--- src/rtl/core_pkg.sv ---
// Shared types and constants for the core pipeline control blocks.
package core_pkg;

   localparam int REG_ADDR_W = 5;

   typedef enum logic [1:0] {
      FWD_RF  = 2'b00,
      FWD_WB  = 2'b01,
      FWD_MEM = 2'b10
   } fwd_sel_e;

   typedef enum logic [1:0] {
      IDLE = 2'd0,
      BUSY = 2'd1,
      DONE = 2'd2
   } mc_state_e;

endpackage

--- src/rtl/forward_unit.sv ---
// Two-operand EX-stage forwarding compare; the memory stage has priority over writeback.
module forward_unit
   import core_pkg::*;
#(
   parameter int ADDR_W = REG_ADDR_W
)(
   input  logic [ADDR_W-1:0] rs1,
   input  logic [ADDR_W-1:0] rs2,
   input  logic [ADDR_W-1:0] rd_m,
   input  logic [ADDR_W-1:0] rd_w,
   input  logic              reg_write_m,
   input  logic              reg_write_w,
   output fwd_sel_e          fwd_a,
   output fwd_sel_e          fwd_b
);

   logic mem_ok;
   logic wb_ok;

   // Register x0 is hardwired to zero, so a write to it never produces a forwardable value.
   always_comb begin
      mem_ok = reg_write_m && (rd_m != '0);
      wb_ok  = reg_write_w && (rd_w != '0);
   end

   // Pick the youngest producer for each operand, falling back to the register file.
   always_comb begin
      fwd_a = FWD_RF;
      fwd_b = FWD_RF;
      if (mem_ok && (rd_m == rs1)) begin
         fwd_a = FWD_MEM;
      end else if (wb_ok && (rd_w == rs1)) begin
         fwd_a = FWD_WB;
      end
      if (mem_ok && (rd_m == rs2)) begin
         fwd_b = FWD_MEM;
      end else if (wb_ok && (rd_w == rs2)) begin
         fwd_b = FWD_WB;
      end
   end

endmodule

--- src/rtl/hazard_sched_unit.sv ---
// Pipeline hazard controller: forwarding selects, load-use stall, branch flush,
// and start/done sequencing of the multi-cycle execute unit.
module hazard_sched_unit #(
   parameter int REG_ADDR_W = core_pkg::REG_ADDR_W,
   parameter int MC_TIMEOUT = 64,
   parameter int CNT_W      = 8
)(
   input  logic                  clk,
   input  logic                  rst,
   input  logic [REG_ADDR_W-1:0] Rs1D,
   input  logic [REG_ADDR_W-1:0] Rs2D,
   input  logic [REG_ADDR_W-1:0] Rs1E,
   input  logic [REG_ADDR_W-1:0] Rs2E,
   input  logic [REG_ADDR_W-1:0] RdE,
   input  logic [REG_ADDR_W-1:0] RdM,
   input  logic [REG_ADDR_W-1:0] RdW,
   input  logic                  RegWriteM,
   input  logic                  RegWriteW,
   input  logic                  ResultSrcE0,
   input  logic                  PCSrcE,
   input  logic                  MultiCycleE,
   input  logic                  McDone,
   output logic [1:0]            ForwardAE,
   output logic [1:0]            ForwardBE,
   output logic                  StallF,
   output logic                  StallD,
   output logic                  StallE,
   output logic                  FlushD,
   output logic                  FlushE,
   output logic                  FlushM,
   output logic                  McStart,
   output logic                  McBusy,
   output logic                  McTimeout
);

   import core_pkg::*;

   localparam logic [CNT_W-1:0] TIMEOUT_LAST = CNT_W'(MC_TIMEOUT - 1);
   localparam logic [CNT_W-1:0] CNT_ONE      = CNT_W'(1);

   mc_state_e        state;
   logic [CNT_W-1:0] busy_cnt;
   logic             timeout_flag;
   logic             lw_stall;
   logic             mc_hold;
   fwd_sel_e         fwd_a;
   fwd_sel_e         fwd_b;

   forward_unit #(
      .ADDR_W(REG_ADDR_W)
   ) u_forward (
      .rs1        (Rs1E),
      .rs2        (Rs2E),
      .rd_m       (RdM),
      .rd_w       (RdW),
      .reg_write_m(RegWriteM),
      .reg_write_w(RegWriteW),
      .fwd_a      (fwd_a),
      .fwd_b      (fwd_b)
   );

   // Forwarding stays live in every cycle, including stalls and reset.
   always_comb begin
      ForwardAE = fwd_a;
      ForwardBE = fwd_b;
   end

   // Hazard terms: a load in EX feeding decode, and the multi-cycle unit owning the front end.
   always_comb begin
      lw_stall = ResultSrcE0 && (RdE != '0) && ((RdE == Rs1D) || (RdE == Rs2D));
      mc_hold  = ((state == IDLE) && MultiCycleE) || (state == BUSY);
   end

   // Stall/flush equations; a pending multi-cycle op masks branch and load-use flushes.
   always_comb begin
      StallF  = 1'b0;
      StallD  = 1'b0;
      StallE  = 1'b0;
      FlushD  = 1'b0;
      FlushE  = 1'b0;
      FlushM  = 1'b0;
      McStart = 1'b0;
      McBusy  = 1'b0;
      if (!rst) begin
         StallF  = lw_stall || mc_hold;
         StallD  = lw_stall || mc_hold;
         StallE  = (state == BUSY);
         FlushD  = PCSrcE && !mc_hold;
         FlushE  = (lw_stall || PCSrcE) && !mc_hold;
         FlushM  = (state == BUSY);
         McStart = (state == IDLE) && MultiCycleE;
         McBusy  = (state == BUSY);
      end
   end

   // Sticky error flag is kept as a register so it survives the retire.
   always_comb begin
      McTimeout = timeout_flag;
   end

   // Multi-cycle sequencer: IDLE launches, BUSY counts until done or timeout, DONE retires for one cycle.
   always_ff @(posedge clk) begin
      if (rst) begin
         state        <= IDLE;
         busy_cnt     <= '0;
         timeout_flag <= 1'b0;
      end else begin
         case (state)
            IDLE: begin
               if (MultiCycleE) begin
                  state    <= BUSY;
                  busy_cnt <= '0;
               end
            end
            BUSY: begin
               if (busy_cnt != '1) begin
                  busy_cnt <= busy_cnt + CNT_ONE;
               end
               if (McDone) begin
                  state <= DONE;
               end else if (busy_cnt == TIMEOUT_LAST) begin
                  timeout_flag <= 1'b1;
                  state        <= DONE;
               end
            end
            DONE: begin
               state <= IDLE;
            end
            default: begin
               state <= IDLE;
            end
         endcase
      end
   end

endmodule
--- config.mk ---
export PLATFORM = sky130hd
export DESIGN_NAME = hazard_sched_unit
export DESIGN_NICKNAME = d
export VERILOG_FILES = /design/src/rtl/core_pkg.sv /design/src/rtl/forward_unit.sv /design/src/rtl/hazard_sched_unit.sv
export SDC_FILE = /design/constraint.sdc
export NUM_CORES = 1
export LEC_CHECK = 0
export BUFFER_PORTS_ARGS = -buffer_cell sky130_fd_sc_hd__buf_2
export CAP_MARGIN = 20
export CORE_MARGIN = 1.5
export CORE_UTILIZATION = 44
export DETAILED_ROUTE_END_ITERATION = 12
export PLACE_DENSITY = 0.88
export SLEW_MARGIN = 20
export SYNTH_ARGS = -nofsm -noshare
export SYNTH_HDL_FRONTEND = slang
export SYNTH_HIERARCHICAL = 1
export SYNTH_SLANG_ARGS = --single-unit
export TNS_END_PERCENT = 100
--- constraint.sdc ---
create_clock -name clk -period 2.03 [get_ports clk]
set_input_delay 0.1015 -clock clk [delete_from_list [all_inputs] [get_ports clk]]
set_output_delay 0.1015 -clock clk [all_outputs]
set_load 0.01 [all_outputs]
* Yosys cells after proc, flatten, opt, wreduce, memory -nomap -nowiden
Cells that the tools add are included.
Word-level totals: output and inout port bits 13, register bits after elaboration 11, logic and storage cells 57, input port bits 43
Operators by class: bitwise operators 1, $add $sub $neg 1, equality and inequality tests 12, reductions and logical operators 24, mux-type cells 16
Operators by type and width (number):
- $eq 5x5->1 | 6
- $mux 8 | 2
- $pmux 8 s2 | 1
- $reduce_bool 5->1 | 3
- $logic_and 1x1->1 | 11
- $mux 2 | 5
- $add 8x1->8 const B | 1
- $eq 8x6->1 const B | 1
- $ne 8x8->1 const B | 1
- $mux 1 | 7
- $reduce_and 3->1 | 2
- $logic_or 1x1->1 | 4
- $pmux 2 s2 | 1
- $ne 3x2->1 const B | 1
- $eq 2x1->1 const B | 1
- $logic_not 2->1 | 1
- $ne 2x1->1 const B | 1
- $ne 2x2->1 const B | 1
- $reduce_and 2->1 | 1
- $reduce_bool 2->1 | 1
- $logic_not 1->1 | 1
- $not 1->1 | 1

* Longest topological paths before layout
depth in word-level cells 6, mapped depth 6, mapped depth without buffers 5

* By module
Netlist, hierarchy kept.
By module, submodules not included:
- hazard_sched_unit | instances 1, cells each 92, seq. area each 220.2 µm², area each 768.2 µm²
- forward_unit | instances 1, cells each 34, seq. area each 0.0 µm², area each 257.7 µm²

* Worst setup path after synthesis
OpenSTA, ideal clock, no wires.
path kind register to register, start register busy_cnt[0], end register busy_cnt[4], arrival 1.438 ns, slack 0.475 ns, path buffers 1, cell stages (with the launch flop) 7, data required time 1.913 ns, library setup time 0.117 ns, clock period less this slack 1.555 ns, cell sequence dfxtp_1 > ha_1 > and4_1 > buf_6 > a41oi_2 > o21ai_1 > a32o_1
On the way: word-level cells in the longest chain between the ends 3, elaborated cells between the ends (all ways) 6, classes of those cells 1 x add/sub; 2 x eq/ne; 2 x mux; 1 x reduce/logical
RTL lines:
- start, declared | line hazard_sched_unit.sv:42 | logic [CNT_W-1:0] busy_cnt;
- start signal, assigned | line hazard_sched_unit.sv:117 | busy_cnt <= busy_cnt + CNT_ONE;
- $add 8x1->8 / $ne 8x8->1 (equally long branches) | line hazard_sched_unit.sv:117, hazard_sched_unit.sv:116
- $mux 8 / $ne 2x1->1 (equally long branches)
- $pmux 8 s2 / $reduce_and 3->1 (equally long branches)
Parallel ways exist; a longest one is shown, timed or not. The select of a mux whose other input is x is not followed. A chain may end at the register's enable or synchronous reset.

* Worst setup path in the final report
Ends and elaborated chain as after synthesis.

==> results by group <==
Global routing
  • Pin count of the biggest net entering global routing: 14
  • Overflow after GRT: 0
  • Number of global-route vias before repair: around 1100
  • GRT Util Overall: 0.222
  • Initial antenna violation count: 0
  • First-pass GRT wire length: between 4000 and 5000 um

Cells and area
  • Final net count: roughly 220
  • Final instance area: roughly 0.0013 sq mm
  • N_diodes: 0
  • Layout Utilization: 0.591
  • Area Overhead vs Synth: 27.4%
  • Most frequent cells in the layout: 55 x buf_2, 16 x xnor2_1, 14 x xor2_1, 11 x dfxtp_1, 9 x nor2_1
  • Most common cell after layout, fill and taps aside: buf_2
  • Layout cells sized above 1: 0.343

Synth
  • EDFF count, synth: 0
  • Seq/Total Area, Yosys: 0.215
  • Synth unique cells: 42
  • Synthesized cell area: just over 0.001 sq mm
  • Synth warn: 6
  • Synth Net Count: 170
  • Top FF cell, synth: dfxtp_1
  • Ys async rst share: 0
  • Synthesized netlist cell count: ~130
  • Syn_area_per_cell: 8.14 sq um
  • Yosys reg bits: 11

Floorplan
  • Starting Density: 0.464
  • I/O pin total: 56
  • Die height: between 50 and 60 um
  • Area of the die: ~0.0026 sq mm
  • Core Region: 0.00221 sq mm
  • Die Wd: 51.3 um
  • Row Count: 17

Placement
  • Placement Cell Area: ~0.0013 sq mm
  • Post-DP HPWL: 2240 um
  • Port Buffers: 55
  • Dpl ws: ~340 ps
  • Final GP Congestion: between 0.8 and 0.9

STA
  • Setup WS post-layout: ~320 ps
  • Final Skew: 3.89 ps
  • Endpoints failing setup: 0
  • Max-slew violation count: 0
  • Final period utilization: 0.844
  • Max_slew headroom: 0.775
  • Final Hold Vio Count: 0
  • Slew @ Worst Pin: around 330 ps
  • Fmax: roughly 580 MHz
  • Fin crit period: between 1500 and 2000 ps
  • Post-Route Setup TNS: 0 ps
  • Unrepaired setup endpoints after global routing: no

CTS
  • Clock sink total: 11
  • Clk root buf: clkbuf_4
  • H-tree depth: 1
  • Clk_lat worst skew: about 270 ps
  • Hold_buf cts: 0
  • Post-CTS Resized: 0
  • Number of CTS-inserted buffers: 3
  • Worst-path clk slew: 80 ps
  • CTS tree: done
  • Clk buf depth: 2
  • Post-CTS setup buffer count: 0

Route
  • First-pass DRT Iterations: 5
  • DRC violations left: 0
  • Vias: ~1200
  • Final wirelength: 2710 um
  • Routed Antenna Nets: 0
  • Vias per cell: between 5 and 6
  • Starting DRT DRC Count: between 40 and 50
  • WL per Instance: approximately 13 um

Worst setup path
  • Slowest stage cell, crit path: a41oi_2
  • Worst Setup Start Kind: flip-flop
  • CP endpoint kind: flip-flop
  • Buf/Inv on CP: 0
  • Crit path largest cell delay: around 350 ps
  • CP Cell Sequence: ha_1 > and4_1 > a41oi_2 > o21ai_1 > a32o_1
  • Worst Path Arrival: 1880 ps
  • CP delay by family, top: compound AO/OA/AOI/OAI gates
  • Crit path kind: reg2reg
  • CP Data Required Time: approximately 2200 ps
  • Peak fanout along the critical path: 7

Power and ir drop
  • PwrDens: roughly 440 mW/mm^2
  • IR drop worst, VDD: about 0.41 mV
  • Pwr Total: approximately 0.58 mW
  • Leak: between 0.5 and 0.6 nW

Outcome
  • Status: complete, no violations

Job
  • Max-Cap Viols: 0

Hold path
  • Min-Delay Path Class: in2reg
-- synth_stat cells, types with 2 or more instances --
cell type | instances | area [sq um]
nor3b_1 | 2 | 15.0
dfxtp_1 | 11 | 220
xnor2_1 | 16 | 140
buf_4 | 4 | 30.0
buf_6 | 2 | 22.5
nand2b_1 | 2 | 12.5
nor4_1 | 4 | 25.0
inv_1 | 2 | 7.51
xor2_1 | 14 | 123
nand2_1 | 7 | 26.3
nand4_1 | 2 | 12.5
a31o_1 | 2 | 17.5
nor3_1 | 5 | 25.0
or4_1 | 4 | 30.0
nand3_1 | 6 | 30.0
and3_1 | 2 | 12.5
o21ai_0 | 2 | 10.0
a41oi_1 | 3 | 26.3
o21ai_1 | 3 | 15.0
nor2_1 | 9 | 33.8
a21oi_1 | 3 | 15.0
-- layout make-up --
cell class / count / area [sq um]
fill: 213 / 905
multi-input combinational: 106 / 742
timing repair buffer: 55 / 275
sequential: 11 / 220
tap: 28 / 35.0
clock buffer: 3 / 22.5
inverter: 2 / 7.51
clock inverter: 1 / 5.00
-- worst paths after layout --
check / cells past startpoint / end / from / slack (ps)
worst max-delay path: 5 / busy_cnt[4] / busy_cnt[0] / 320
worst min-delay path: 3 / state[0] / McDone / 130
worst max register to register: 5 / busy_cnt[4] / busy_cnt[0] / 320
worst min register to register: 2 / busy_cnt[1] / busy_cnt[1] / 490
-- logic make-up after synthesis --
group	synth area share
AND/OR/NAND/NOR	0.254
adder cells (fa/ha/maj)	0.0122
buffers and inverters	0.0622
XOR/XNOR	0.256
flip-flops	0.215
AO/OA/AOI/OAI	0.201
-- report_power, final --
group          leakage (nW)  internal (mW)  switching (mW)
logic                 0.469         0.0926           0.101
clock network        0.0177         0.0731          0.0811
registers            0.0891          0.220         0.00712
-- worst register-to-register path, delay by kind of cell, from the launching register on --
family,cells,cell delay [ps]
compound gates,3,750
simple gates,1,300
flops,1,330
fa+ha+maj,1,230
-- per-stage QoR --
step	hold WS [ps]	cells
2_1_floorplan	270	126
3_3_place_gp	401	202
3_5_place_dp	428	202
4_1_cts	130	206
5_1_grt	148	206
6_report	133	206
-- registers in the layout, summed over array words and instances (netlist names) --
name and flops:
busy_cnt 8, state 2, McTimeout 1
-- per-layer routing --
metal	global-route usage	vias to the layer above	wire length, um
li1	-	569	-
met1	0.243	553	1020
met2	0.426	62	1480
met3	0.0263	6	164
met4	0.0877	0	44
met5	0	-	0
No activity file was read; power rests on OpenSTA's default activity.
